## config.mk

```make
export PLATFORM = sky130hd
export DESIGN_NAME = daq_run_sequencer
export DESIGN_NICKNAME = d
export VERILOG_FILES = /design/src/rtl/daq_run_sequencer.sv
export SDC_FILE = /design/constraint.sdc
export NUM_CORES = 1
export LEC_CHECK = 0
export BUFFER_PORTS_ARGS = -buffer_cell sky130_fd_sc_hd__clkbuf_2
export CORE_MARGIN = 2
export CORE_UTILIZATION = 53
export CTS_BUF_LIST = sky130_fd_sc_hd__clkbuf_8
export DETAILED_ROUTE_END_ITERATION = 16
export PLACE_DENSITY = 0.81
export REMOVE_ABC_BUFFERS = 1
export SETUP_SLACK_MARGIN = 0.3
export SYNTH_ARGS = -nofsm -noshare
export SYNTH_HDL_FRONTEND = slang
export SYNTH_SLANG_ARGS = --single-unit
```

## constraint.sdc

```tcl
create_clock -name Clk -period 2.5 [get_ports Clk]
set_input_delay 0.5 -clock Clk [delete_from_list [all_inputs] [get_ports Clk]]
set_output_delay 0.5 -clock Clk [all_outputs]
set_load 0.005 [all_outputs]
```

## src/rtl/daq_run_sequencer.sv

```systemverilog
// Run-level scheduler for the slave DAQ: arms the slave, issues AcqStart triggers, counts acquisitions, closes the run.
// Optional acquisition/stop watchdog enabled by defining TRIG_TIMEOUT_EN.
module daq_run_sequencer #(
  parameter int unsigned ARM_DELAY      = 64,
  parameter int unsigned TRIG_WIDTH     = 4,
  parameter int unsigned TIMEOUT_CYCLES = 2**20
) (
  input  logic        Clk,
  input  logic        reset_n,
  input  logic        RunStart,
  input  logic        RunStop,
  input  logic [15:0] RunCount,
  input  logic [15:0] TrigPeriod,
  input  logic        ExtTrigSel,
  input  logic        ExtTrig,
  input  logic        OnceEnd,
  input  logic        AllDone,
  output logic        ModuleStart,
  output logic        AcqStart,
  output logic [15:0] AcqCounter,
  output logic        RunBusy,
  output logic        RunDone,
  output logic        TimeoutErr
);

  // Counter must hold every delay parameter and the full 16-bit trigger period.
  localparam int unsigned MAX_A   = (ARM_DELAY > TRIG_WIDTH) ? ARM_DELAY : TRIG_WIDTH;
  localparam int unsigned MAX_B   = (MAX_A > TIMEOUT_CYCLES) ? MAX_A : TIMEOUT_CYCLES;
  localparam int unsigned MAX_CNT = (MAX_B > 65536) ? MAX_B : 65536;
  localparam int unsigned CNT_W   = $clog2(MAX_CNT) + 1;
  localparam int unsigned NSYNC   = 4;

  typedef enum logic [2:0] {
    S_IDLE, S_ARM, S_TRIG_WAIT, S_TRIG_PULSE, S_WAIT_ONCE, S_WAIT_ONCE_LOW, S_STOPPING, S_DONE
  } state_t;

  state_t             state_q, state_d;
  logic [CNT_W-1:0]   cnt_q, cnt_d;
  logic [15:0]        acq_cnt_q, acq_cnt_d;
  logic               stop_req_q, stop_req_d;
  logic               ext_sel_q, ext_sel_d;
  logic               module_start_q, module_start_d;
  logic               acq_start_q, acq_start_d;
  logic               busy_q, busy_d;
  logic               done_q, done_d;
  logic [NSYNC-1:0]   sync1_q, sync2_q, prev_q;
  logic [NSYNC-1:0]   rise_c;
  logic               stop_c;

  // Bit order: 0 RunStart, 1 ExtTrig, 2 OnceEnd, 3 AllDone.
  assign rise_c = sync2_q & ~prev_q;
  assign stop_c = stop_req_q | RunStop;

`ifdef TRIG_TIMEOUT_EN
  logic timeout_q, timeout_d;
  logic wd_hit_c;
  assign wd_hit_c = (cnt_q + CNT_W'(1)) >= CNT_W'(TIMEOUT_CYCLES);
`endif

  always_comb begin
    state_d    = state_q;
    acq_cnt_d  = acq_cnt_q;
    stop_req_d = stop_req_q;
    ext_sel_d  = ext_sel_q;
`ifdef TRIG_TIMEOUT_EN
    timeout_d  = timeout_q;
`endif
    if (state_q != S_IDLE && RunStop) stop_req_d = 1'b1;

    case (state_q)
      S_IDLE: begin
        stop_req_d = 1'b0;
        if (rise_c[0]) begin
          state_d   = S_ARM;
          acq_cnt_d = '0;
          ext_sel_d = ExtTrigSel;
`ifdef TRIG_TIMEOUT_EN
          timeout_d = 1'b0;
`endif
        end
      end
      S_ARM: begin
        if ((cnt_q + CNT_W'(1)) >= CNT_W'(ARM_DELAY)) state_d = S_TRIG_WAIT;
      end
      S_TRIG_WAIT: begin
        // A pending stop beats a trigger arriving in the same cycle.
        if (stop_c)                                            state_d = S_STOPPING;
        else if (ext_sel_q ? rise_c[1] : (cnt_q >= CNT_W'(TrigPeriod))) state_d = S_TRIG_PULSE;
      end
      S_TRIG_PULSE: begin
        if ((cnt_q + CNT_W'(1)) >= CNT_W'(TRIG_WIDTH)) state_d = S_WAIT_ONCE;
      end
      S_WAIT_ONCE: begin
        if (rise_c[2]) begin
          acq_cnt_d = acq_cnt_q + 16'd1;
          state_d   = S_WAIT_ONCE_LOW;
        end
`ifdef TRIG_TIMEOUT_EN
        else if (wd_hit_c) begin
          timeout_d = 1'b1;
          state_d   = S_STOPPING;
        end
`endif
      end
      S_WAIT_ONCE_LOW: begin
        if (!sync2_q[2]) begin
          if (stop_c || (RunCount != 16'd0 && acq_cnt_q == RunCount)) state_d = S_STOPPING;
          else                                                       state_d = S_TRIG_WAIT;
        end
      end
      S_STOPPING: begin
        if (rise_c[3]) state_d = S_DONE;
`ifdef TRIG_TIMEOUT_EN
        else if (wd_hit_c) begin
          timeout_d = 1'b1;
          state_d   = S_DONE;
        end
`endif
      end
      S_DONE:  state_d = S_IDLE;
      default: state_d = S_IDLE;
    endcase

    cnt_d          = (state_d != state_q) ? '0 : cnt_q + CNT_W'(1);
    module_start_d = (state_d == S_ARM) || (state_d == S_TRIG_WAIT) || (state_d == S_TRIG_PULSE) ||
                     (state_d == S_WAIT_ONCE) || (state_d == S_WAIT_ONCE_LOW);
    acq_start_d    = (state_d == S_TRIG_PULSE);
    busy_d         = (state_d != S_IDLE);
    done_d         = (state_d == S_DONE);
  end

  // Outputs are decoded from the next state so every one is a flop output.
  always_ff @(posedge Clk or negedge reset_n) begin
    if (!reset_n) begin
      state_q        <= S_IDLE;
      cnt_q          <= '0;
      acq_cnt_q      <= '0;
      stop_req_q     <= 1'b0;
      ext_sel_q      <= 1'b0;
      module_start_q <= 1'b0;
      acq_start_q    <= 1'b0;
      busy_q         <= 1'b0;
      done_q         <= 1'b0;
      sync1_q        <= '0;
      sync2_q        <= '0;
      prev_q         <= '0;
    end else begin
      state_q        <= state_d;
      cnt_q          <= cnt_d;
      acq_cnt_q      <= acq_cnt_d;
      stop_req_q     <= stop_req_d;
      ext_sel_q      <= ext_sel_d;
      module_start_q <= module_start_d;
      acq_start_q    <= acq_start_d;
      busy_q         <= busy_d;
      done_q         <= done_d;
      sync1_q        <= {AllDone, OnceEnd, ExtTrig, RunStart};
      sync2_q        <= sync1_q;
      prev_q         <= sync2_q;
    end
  end

`ifdef TRIG_TIMEOUT_EN
  always_ff @(posedge Clk or negedge reset_n) begin
    if (!reset_n) timeout_q <= 1'b0;
    else          timeout_q <= timeout_d;
  end
  assign TimeoutErr = timeout_q;
`else
  assign TimeoutErr = 1'b0;
`endif

  assign ModuleStart = module_start_q;
  assign AcqStart    = acq_start_q;
  assign AcqCounter  = acq_cnt_q;
  assign RunBusy     = busy_q;
  assign RunDone     = done_q;

endmodule

```

==> results.md, run 1 <==
- Power per unit of standard cell area: 712.1 mW/mm2
- Length of the first detailed-routing pass in iterations: 5
- Die width: 86.47 um
- Worst endpoint data arrival time: 2.92 ns
- H-tree depth: 3
- Core region area: 0.006681 mm2
- Die Y-Extent: 86.47 um
- Type of destination of the critical path: flop
- Number of clock buffers inserted by TritonCTS: 9
- Maximum achievable frequency: 378.0 MHz
- Netlist cell types: 56
- Clk Latency, worst-skew pair: 0.35 ns
- Count of fill cells added during filler insertion: 456
- Required time worst endpoint: 2.78 ns
- Met3 track utilization from global routing: 5.238%
- Count of yosys warnings during synthesis: 0
- Overall die area: 0.007477 mm2
- Detailed router's first-iteration violation count: 357
- Slew at the pin with the worst max-slew slack: 0.7316 ns
- Estimated wirelength of the detail-placed design: 6706 um
- Worst VDD drop: 0.0005982 V
- Violations in the final reports: negative setup slack
- Post-layout worst setup margin: -0.1457 ns
- Initial cell density of the core: 53.95%
- Status: complete, but fails checks
- Antenna Nets Post-Route: 0
- Setup Crit Path Kind: flop to flop
- Global-route wire length before repair: 15860 um
- Most frequent cells after synthesis: 58 x sky130_fd_sc_hd__dfrtp_1, 33 x sky130_fd_sc_hd__nor2_1, 29 x sky130_fd_sc_hd__inv_1, 27 x sky130_fd_sc_hd__xnor2_1, 23 x sky130_fd_sc_hd__nand2_1
- Final hold slack: 0.2538 ns
- Cell Area, Synth: 0.003605 mm2
- Port Buf Inserts: 59
- Number of max-slew violations in the final report: 0
- Static power due to leakage: 2.419 nW
- Asr flop ratio synth: 100.0%
- Clock transition at the registers of the reported paths: 0.07 ns
- Number of cell rows: 30
- Share of the synthesized area in the top cell type: 40.26%
- Post-synthesis instance total: 394
- Total grt overflow: 0
- Yosys reg bits: 58
- Post-CTS Hold Fix Bufs: 0
- Relative max-transition margin: 51.22%
- Residual DRC count: 0
- Largest net degree at the start of global routing: 59
- RD Place Congestion: 0.9386
- Overall via count from detail_route: 3454
- Launching element type of the critical path: flop
- Final setup vio count: 24
- Placed cell count: 570
- Post-detailed-route via-to-cell ratio: 5.700
- Share of cells above drive strength 1: 39.54%
- Minimum period implied by the final worst setup slack: 2.646 ns
- Leading register cell type out of synthesis: sky130_fd_sc_hd__dfrtp_1
- Worst Hold Class: input port to flop
- Root Driver: sky130_fd_sc_hd__clkbuf_8
- Synth top area cells: sky130_fd_sc_hd__dfrtp_1 40%, sky130_fd_sc_hd__xnor2_1 6.6%, sky130_fd_sc_hd__ha_1 6.2%
- Met1 usage in global routing: 35.97%
- Final number of hold-violating endpoints: 0
- Number of global-route vias before repair: 3363
- Register Area: 0.001455 mm2
- Non-filler cells in the finished layout: 606
- Number of flops mapped to enable cells by yosys: 0
- Total GRT Usage: 27.10%
- Most common cell in the netlist: sky130_fd_sc_hd__dfrtp_1
- Worst setup skew after layout: 0.01083 ns
- Multi-input gate area: 0.002118 mm2
- Cell type with the largest total area after synthesis: sky130_fd_sc_hd__dfrtp_1
- Net count reported at finish: 579
- Number of antenna cells inserted: 0
- Area Overhead vs Synth: 36.62%
- Most Crowded Layer GR: met2
- Average routed wire per standard cell: 16.17 um
- Clock tree from TritonCTS: built
- Biggest fanout along the worst timing path: 21
- I/O pin cnt: 61
- Detailed-route wire length: 9799 um
- Max-cap violation count: 0
- RSZ-0062 raised after global routing: yes
- Sequential-to-total area share from yosys stat: 40.26%
- Met2 Usage GRT: 44.97%
- Post-route clock period utilization: 105.8%
- Number of clock sinks: 58
- Number of antenna violations at the first check in global routing: 0
- Clock tree buffer depth: 2
- Synthesized area per cell: 9.149 um2
[kinds of logic after synthesis]
logic type	Yosys count	share of synthesized area (%)
other cells	1	0.1040
buf+inv	50	5.970
flops	58	40.26
compound gates	50	10.14
simple gates	163	23.95
mux	5	1.423
fa+ha+maj	18	6.248
xor+xnor	49	11.91
[flip-flops by register name, indices dropped and copies added, names as in the netlist]
register and flops:
RunDone 1, sync2_q 4, AcqCounter 16, RunBusy 1
ModuleStart 1, prev_q 4, stop_req_q 1, sync1_q 4
state_q 3, ext_sel_q 1, cnt_q 21, AcqStart 1
[final cells by class]
type	instances	area share, %
flip-flops and latches	58	29.55
well taps	80	2.033
clock buffers	10	2.795
inverters	29	2.210
repair buffers	137	19.05
multi-input cells	286	43.01
clock inverters	6	1.347
[per-stage QoR]
stage | area, um2 | worst slack (ns) | total power [mW] | util (%) | setup TNS (ns)
floorplan | 3498 | -0.3414 | 1.802 | - | -7.143
global placement | 4342 | -0.1361 | 2.321 | 64.98 | -2.818
detailed placement | 4342 | -0.2189 | 2.372 | 64.98 | -4.497
CTS | 4812 | -0.1021 | 3.394 | 72.02 | -1.966
global route | 4925 | -0.2607 | 3.677 | 73.71 | -5.586
finish | 4925 | -0.1457 | 3.507 | 73.71 | -3.066
[critical path: stages, from the launching register on]
cell                        delay [ns]
sky130_fd_sc_hd__dfrtp_2          0.44
sky130_fd_sc_hd__nand4_1          0.14
sky130_fd_sc_hd__buf_4            0.16
sky130_fd_sc_hd__nor3_4           0.05
sky130_fd_sc_hd__a211o_1          0.33
sky130_fd_sc_hd__a2111oi_4        0.40
sky130_fd_sc_hd__nand4_1          0.21
sky130_fd_sc_hd__a31o_1           0.26
sky130_fd_sc_hd__a211o_1          0.27
sky130_fd_sc_hd__buf_12           0.19
sky130_fd_sc_hd__nor2_2           0.12
[report_power, final]
group | internal [mW] | switching, mW
registers | 1.06 | 0.0935
clock network | 0.486 | 0.407
logic | 0.667 | 0.796
total | 2.21 | 1.30
[per-layer routing]
metal  vias to the layer above  part of all wire (%)
li1                       1628                     -
met1                      1692                    43
met2                       111                    50
met3                        23                   4.6
met4                         0                   2.0
met5                         -                     0
[what timing repair did]
item / in CTS / in global routing
pin swaps: 16 / 20
hold endpoints to repair: 0 / 0
resized for setup: 30 / 18
endpoints found under the setup margin: 27 / 28
setup buffers: 16 / 4
[path summary, 6_finish.rpt]
check                      startpoint        endpoint  slack (ns)  cells after the start
min reg2reg                sync1_q[0]      sync2_q[0]        0.35                      0
min                          RunStart      sync1_q[0]        0.25                      1
min in group asynchronous     reset_n  AcqCounter[11]        0.28                      2
max in group asynchronous     reset_n        cnt_q[1]        1.68                      2
max reg2reg                  cnt_q[1]       cnt_q[18]       -0.15                     10
max                          cnt_q[1]       cnt_q[18]       -0.15                     10
[cells in the final DEF, fill, tap and decap left out, types with 3 or more instances in the layout]
cell and count:
sky130_fd_sc_hd__o21ai_0 6, sky130_fd_sc_hd__nor3_1 8, sky130_fd_sc_hd__inv_1 29, sky130_fd_sc_hd__ha_4 4, sky130_fd_sc_hd__a211o_1 3, sky130_fd_sc_hd__nor4_2 3, sky130_fd_sc_hd__nand3_1 16, sky130_fd_sc_hd__clkinvlp_4 3
sky130_fd_sc_hd__or3_1 4, sky130_fd_sc_hd__buf_4 65, sky130_fd_sc_hd__dfrtp_1 55, sky130_fd_sc_hd__xor2_1 22, sky130_fd_sc_hd__buf_6 12, sky130_fd_sc_hd__and2_1 4, sky130_fd_sc_hd__a31oi_1 3, sky130_fd_sc_hd__xnor2_1 27
sky130_fd_sc_hd__clkbuf_2 59, sky130_fd_sc_hd__nand2_1 22, sky130_fd_sc_hd__nor4_1 8, sky130_fd_sc_hd__dfrtp_2 3, sky130_fd_sc_hd__nor2_2 22, sky130_fd_sc_hd__and3_1 10, sky130_fd_sc_hd__a21o_1 6, sky130_fd_sc_hd__clkbuf_8 10
sky130_fd_sc_hd__nor2_1 30, sky130_fd_sc_hd__ha_1 14, sky130_fd_sc_hd__nand4_1 17, sky130_fd_sc_hd__nand3_2 3, sky130_fd_sc_hd__a21oi_1 5
(Power assumes the default switching activity.)
==> inputs of run 2 (changes only) <==
--- a/config.mk
+++ b/config.mk
@@ -5,7 +5,7 @@
 export SDC_FILE = /design/constraint.sdc
 export NUM_CORES = 1
 export LEC_CHECK = 0
-export BUFFER_PORTS_ARGS = -buffer_cell sky130_fd_sc_hd__clkbuf_2
+export BUFFER_PORTS_ARGS = -buffer_cell sky130_fd_sc_hd__buf_2
 export CORE_MARGIN = 2
 export CORE_UTILIZATION = 53
 export CTS_BUF_LIST = sky130_fd_sc_hd__clkbuf_8
==> run 2 against run 1 <==
  * The flow still finishes with violations (negative setup slack)
  * Wire length increased by 0.73%
  * Design area decreased by 1.1%
  * Register-to-register slack got worse by 0.04 ns
  * Largest cell class unchanged
  * Highest routed layer unchanged
  * Combinational power increased by 13%
  * Worst hold slack improved by 0.011 ns
  * Global-route usage decreased by 1.1 points
  * Largest power group unchanged
==> results.md, run 2 (synthesis gave the netlist of run 1 again) <==
- Post-route clock period utilization: 107.6%
- Count of fill cells added during filler insertion: 448
- Clk Latency, worst-skew pair: 0.34 ns
- Internal Dissipation: 2.394 mW
- Utilization of the core after routing: 72.87%
- Length of the first detailed-routing pass in iterations: 5
- Largest net degree at the start of global routing: 57
- Placed cell count: 565
- Fraction of power spent switching nets: 36.64%
- Initial cell density of the core: 53.95%
- Maximum achievable frequency: 371.8 MHz
- Non-filler cells in the finished layout: 598
- Cell family with most CP delay: compound AO/OA/AOI/OAI gates
- Minimum period implied by the final worst setup slack: 2.689 ns
- Die Y-Extent: 86.47 um
- Number of cell rows: 30
- Status: complete, but fails checks
- Root Driver: sky130_fd_sc_hd__clkbuf_8
- RD Place Congestion: 0.9422
- Post-layout worst setup margin: -0.1894 ns
- Worst VDD drop: 0.0006443 V
- Die width: 86.47 um
- Most used cell along the critical path: sky130_fd_sc_hd__nand4_1
- Worst path slowest cell: sky130_fd_sc_hd__dfrtp_2
- Power per unit of standard cell area: 776.1 mW/mm2
- Number of flip-flops in the largest register: 21
- Clock tree from TritonCTS: built
- H-tree depth: 3
- I/O pin cnt: 61
- Violations in the final reports: negative setup slack
- Post-detailed-route via-to-cell ratio: 5.753
- Total Power Consumption: 3.779 mW
- Slew at the pin with the worst max-slew slack: 0.6982 ns
- Clock transition at the registers of the reported paths: 0.07 ns
- Global-route wire length before repair: 15290 um
- Required time worst endpoint: 2.77 ns
- Final setup vio count: 24
- Setup Crit Path Kind: flop to flop
- Residual DRC count: 0
- RSZ-0062 raised after global routing: yes
- Number of antenna cells inserted: 0
- Sequential power share: 30.4%
- Number of max-slew violations in the final report: 0
- Worst setup skew after layout: 0.006592 ns
- Overall die area: 0.007477 mm2
- Launching element type of the critical path: flop
- Biggest fanout along the worst timing path: 11
- Detailed-route wire length: 9871 um
- Post-Place Worst Slack: -0.1679 ns
- Total GRT Usage: 26.03%
- Type of destination of the critical path: flop
- Worst endpoint data arrival time: 2.96 ns
- Detailed router's first-iteration violation count: 319
- Antenna Nets Post-Route: 0
- Final hold slack: 0.2643 ns
- Gate power share: 43.6%
- Most frequent cells in the layout: 61 x sky130_fd_sc_hd__buf_4, 59 x sky130_fd_sc_hd__buf_2, 55 x sky130_fd_sc_hd__dfrtp_1, 29 x sky130_fd_sc_hd__inv_1, 29 x sky130_fd_sc_hd__nor2_1
- Largest reg by FF count: cnt_q
- Number of clock sinks: 58
- Core region area: 0.006681 mm2
- Average routed wire per standard cell: 16.51 um
- Max-cap violation count: 0
- Buffers and inverters on the worst path: 2
- Worst Hold Class: input port to flop
- CP Cell Sequence: nand4_1 > buf_4 > nor3_4 > nand4_1 > a2111oi_4 > nand4_1 > a31o_1 > a211o_4 > buf_12 > nor2_2
- Relative max-transition margin: 53.45%
- Overall via count from detail_route: 3440
- Multi-input gate area: 0.002102 mm2
- Area Overhead vs Synth: 35.06%
- Estimated wirelength of the detail-placed design: 6590 um
- Port Buf Inserts: 59
- Number of antenna violations at the first check in global routing: 0
- Net count reported at finish: 571
- Clk network pwr share: 26.1%
- CP max stage delay: 0.42 ns
- Static power due to leakage: 2.389 nW
- Most frequent standard cell in the layout excluding fill and tap cells: sky130_fd_sc_hd__buf_4
- Register Area: 0.001455 mm2
- Clock tree buffer depth: 2
- Share of cells above drive strength 1: 37.26%
- Total grt overflow: 0
- Switching power total: 1.384 mW
- Number of global-route vias before repair: 3327
- Final number of hold-violating endpoints: 0
- Number of clock buffers inserted by TritonCTS: 9
run 2: cell types whose count changed in the layout (fill, tap and decap cells not counted), sizes merged:
cell / previous run / this run
buf: 78 / 127
inv: 29 / 30
clkinv: 2 / 3
dlygate4sd3: 0 / 1
bufinv: 1 / 2
clkinvlp: 3 / 1
clkbuf: 69 / 10
run 2: path summary, 6_finish.rpt:
path | from | endpoint | slack, ns | cells after the start
setup / recovery | cnt_q[0] | cnt_q[7] | -0.19 | 10
hold / removal | RunStart | sync1_q[0] | 0.26 | 1
setup reg to reg | cnt_q[0] | cnt_q[7] | -0.19 | 10
hold reg to reg | sync1_q[2] | sync2_q[2] | 0.36 | 0
max in group asynchronous | reset_n | cnt_q[1] | 1.13 | 3
min in group asynchronous | reset_n | AcqCounter[11] | 0.47 | 2
run 2: stage by stage:
stage	setup TNS, ns	instance area, um2
after floorplan	-7.143	3498
after global placement	-2.921	4304
after detailed placement	-3.356	4304
after CTS	-0.6524	4720
after global routing	-6.520	4868
final	-3.695	4868
run 2: per-layer routing:
metal,GRT usage (%),vias up,part of all wire (%)
li1,-,1607,-
met1,34.15,1638,42
met2,42.59,158,49
met3,4.095,37,5.5
met4,11.65,0,3.1
met5,0,-,0
run 2: layout make-up:
class | instances | share of cell area, %
multi-input cells | 286 | 43.18
repair buffers | 129 | 17.99
flip-flops and latches | 58 | 29.89
inverters | 29 | 2.236
clock buffers | 9 | 2.544
clock inverters | 7 | 2.107
well taps | 80 | 2.056
run 2: worst register-to-register path: cells and delay by family, from the launching register on:
family	cells	cell delay, ns
AO/OA/AOI/OAI	3	0.94
AND/OR/NAND/NOR	5	0.90
flip-flops	1	0.42
buffers and inverters	2	0.36
run 2: power by group through the flow:
stage | registers, mW | clock network, mW | logic, mW
2_1_floorplan | 1.21 | 0 | 0.593
3_3_place_gp | 1.15 | 0 | 1.16
3_5_place_dp | 1.15 | 0 | 1.19
4_1_cts | 1.14 | 0.992 | 1.33
5_1_grt | 1.16 | 1.05 | 1.75
6_report | 1.15 | 0.985 | 1.65
run 2: timing repair:
action / 4_1_cts / 5_1_grt
pin swaps: 8 / 11
hold buffers: 1 / 0
setup endpoints to repair: 27 / 27
gates cloned: 0 / 2
buffers inserted: 9 / 5
resized for setup: 20 / 17
hold endpoints to repair: 2 / 0
==> inputs of run 3 (changes only) <==
--- a/config.mk
+++ b/config.mk
@@ -9,8 +9,9 @@
 export CORE_MARGIN = 2
 export CORE_UTILIZATION = 53
 export CTS_BUF_LIST = sky130_fd_sc_hd__clkbuf_8
+export CTS_CLUSTER_SIZE = 8
 export DETAILED_ROUTE_END_ITERATION = 16
-export PLACE_DENSITY = 0.81
+export PLACE_DENSITY_LB_ADDON = 0.2
 export REMOVE_ABC_BUFFERS = 1
 export SETUP_SLACK_MARGIN = 0.3
 export SYNTH_ARGS = -nofsm -noshare
==> run 3 against run 2 <==
  * The flow still finishes with violations (negative setup slack)
  * Clock power fell by 0.4%
  * Critical path depth increased by 1
  * Sequential power hardly changed
  * Register-to-register slack worse by 0.02 ns
  * Sequential cell count did not move
  * Total power up 4.9%
  * Critical endpoint is now cnt_q[15]
==> results.md, run 3 (synthesis gave the netlist of run 1 again) <==
- Status: complete, but fails checks
- Violations in the final reports: negative setup slack
- Most Crowded Layer GR: met2
- I/O pin cnt: 61
- Number of clock sinks: 58
- Count of fill cells added during filler insertion: 473
- Final standard cell area without fillers: 0.005029 mm2
- Power per unit of standard cell area: 788.4 mW/mm2
- Number of clock buffers inserted by TritonCTS: 9
- Average routed wire per standard cell: 16.26 um
- Number of antenna cells inserted: 0
- Share of cells above drive strength 1: 38.04%
- Number of global-route vias before repair: 3362
- Most frequent cells in the layout: 77 x sky130_fd_sc_hd__buf_4, 59 x sky130_fd_sc_hd__buf_2, 57 x sky130_fd_sc_hd__dfrtp_1, 30 x sky130_fd_sc_hd__nor2_1, 29 x sky130_fd_sc_hd__inv_1
- Post-layout worst setup margin: -0.2081 ns
- Port Buf Inserts: 59
- Detailed-route wire length: 9937 um
- Overall die area: 0.007477 mm2
- RSZ-0062 raised after global routing: yes
- Met2 Usage GRT: 42.94%
- Slew at the pin with the worst max-slew slack: 0.6828 ns
- Worst setup skew after layout: 0.01229 ns
- Area Overhead vs Synth: 39.50%
- Met3 track utilization from global routing: 5.524%
- Largest reg by FF count: cnt_q
- Final setup TNS: -4.270 ns
- Startpoint of the lowest-slack register-to-register path: cnt_q[0]
- Relative max-transition margin: 54.48%
- Minimum period implied by the final worst setup slack: 2.708 ns
- Maximum achievable frequency: 369.3 MHz
- Number of flip-flops in the largest register: 21
- Global-route wire length before repair: 15810 um
- Number of antenna violations at the first check in global routing: 0
- Clock transition at the registers of the reported paths: 0.07 ns
- Final hold slack: 0.1931 ns
- Estimated wirelength of the detail-placed design: 6775 um
- Net count reported at finish: 584
- H-tree depth: 3
- Multi-input gate area: 0.002140 mm2
- Post-detailed-route via-to-cell ratio: 5.666
- Initial cell density of the core: 53.95%
- Number of cell rows: 30
- Static power due to leakage: 2.457 nW
- Max-cap violation count: 0
- Total grt overflow: 0
- Clock tree from TritonCTS: built
- Largest net degree at the start of global routing: 31
- Core region area: 0.006681 mm2
- Overall via count from detail_route: 3462
- Worst Hold Class: input port to asynchronous set/reset pin
- Die Y-Extent: 86.47 um
- Die width: 86.47 um
- Total GRT Usage: 27.02%
- Post-CTS Hold Fix Bufs: 0
- Launching element type of the critical path: flop
- Type of destination of the critical path: flop
- Worst endpoint data arrival time: 2.98 ns
- Root Driver: sky130_fd_sc_hd__clkbuf_8
- Post-Place Worst Slack: -0.2184 ns
- Antenna Nets Post-Route: 0
- Residual DRC count: 0
- Biggest fanout along the worst timing path: 6
- Clock tree buffer depth: 2
- Detailed router's first-iteration violation count: 323
- Setup Crit Path Kind: flop to flop
- Length of the first detailed-routing pass in iterations: 5
- Post-route clock period utilization: 108.3%
- Final number of hold-violating endpoints: 0
- RD Place Congestion: 0.9248
- Clk Latency, worst-skew pair: 0.34 ns
- Required time worst endpoint: 2.77 ns
- Met1 usage in global routing: 37.38%
- Final setup vio count: 25
- Most frequent standard cell in the layout excluding fill and tap cells: sky130_fd_sc_hd__buf_4
- Worst VDD drop: 0.0006259 V
- Worst setup path startpoint: cnt_q[0]
- Register Area: 0.001453 mm2
- Number of max-slew violations in the final report: 0
- Area after detailed placement: 0.004452 mm2
-- run 3: final timing paths --
path,to,slack (ns),cells after the start
setup / recovery,cnt_q[15],-0.21,11
hold / removal,cnt_q[12],0.19,1
setup reg to reg,cnt_q[15],-0.21,11
hold reg to reg,sync2_q[1],0.35,0
max in group asynchronous,cnt_q[20],1.71,2
min in group Clk,sync1_q[0],0.26,1
-- run 3: stage by stage --
step                utilization, %  std cells  power, mW
finish                       75.26        611      3.964
CTS                          72.34        606      3.590
floorplan                        -        373      1.802
global route                 75.26        611      4.151
detailed placement           66.63        583      2.370
global placement             66.63        583      2.332
-- run 3: timing repair --
action,4_1_cts,5_1_grt
gates resized for setup,17,25
pin swaps,13,20
buffers inserted,6,3
cloned,1,2
endpoints found under the setup margin,27,27
-- run 3: worst max-delay path: stages, from the launching register on --
cell and delay [ns]:
sky130_fd_sc_hd__dfrtp_1 0.39, sky130_fd_sc_hd__ha_2 0.23, sky130_fd_sc_hd__nand4_1 0.20, sky130_fd_sc_hd__nor3_1 0.27, sky130_fd_sc_hd__buf_4 0.17, sky130_fd_sc_hd__nand4_1 0.14
sky130_fd_sc_hd__a22oi_2 0.21, sky130_fd_sc_hd__nand3_1 0.13, sky130_fd_sc_hd__o2111a_1 0.28, sky130_fd_sc_hd__a211o_4 0.34, sky130_fd_sc_hd__buf_12 0.18, sky130_fd_sc_hd__nor2b_1 0.10
-- run 3: final cells by class --
class	count	share of cell area (%)
Multi-Input combinational cell	286	42.55
Sequential cell	58	28.89
Timing Repair Buffer	142	19.93
Clock buffer	9	2.463
Inverter	29	2.165
Clock inverter	7	2.015
Tap cell	80	1.991
-- run 3: routing by layer --
metal | up-vias | wire (um)
met5 | - | 0
met3 | 31 | 633
met4 | 0 | 242
met1 | 1644 | 4325
met2 | 160 | 4735
li1 | 1627 | -
-- run 3: report_power, final --
| part | switching (mW) | internal, mW | leakage (nW) |
|---|---|---|---|
| registers | 0.0905 | 1.05 | 0.754 |
| logic | 0.968 | 0.871 | 1.60 |
| clock network | 0.414 | 0.567 | 0.106 |
| total | 1.47 | 2.49 | 2.46 |
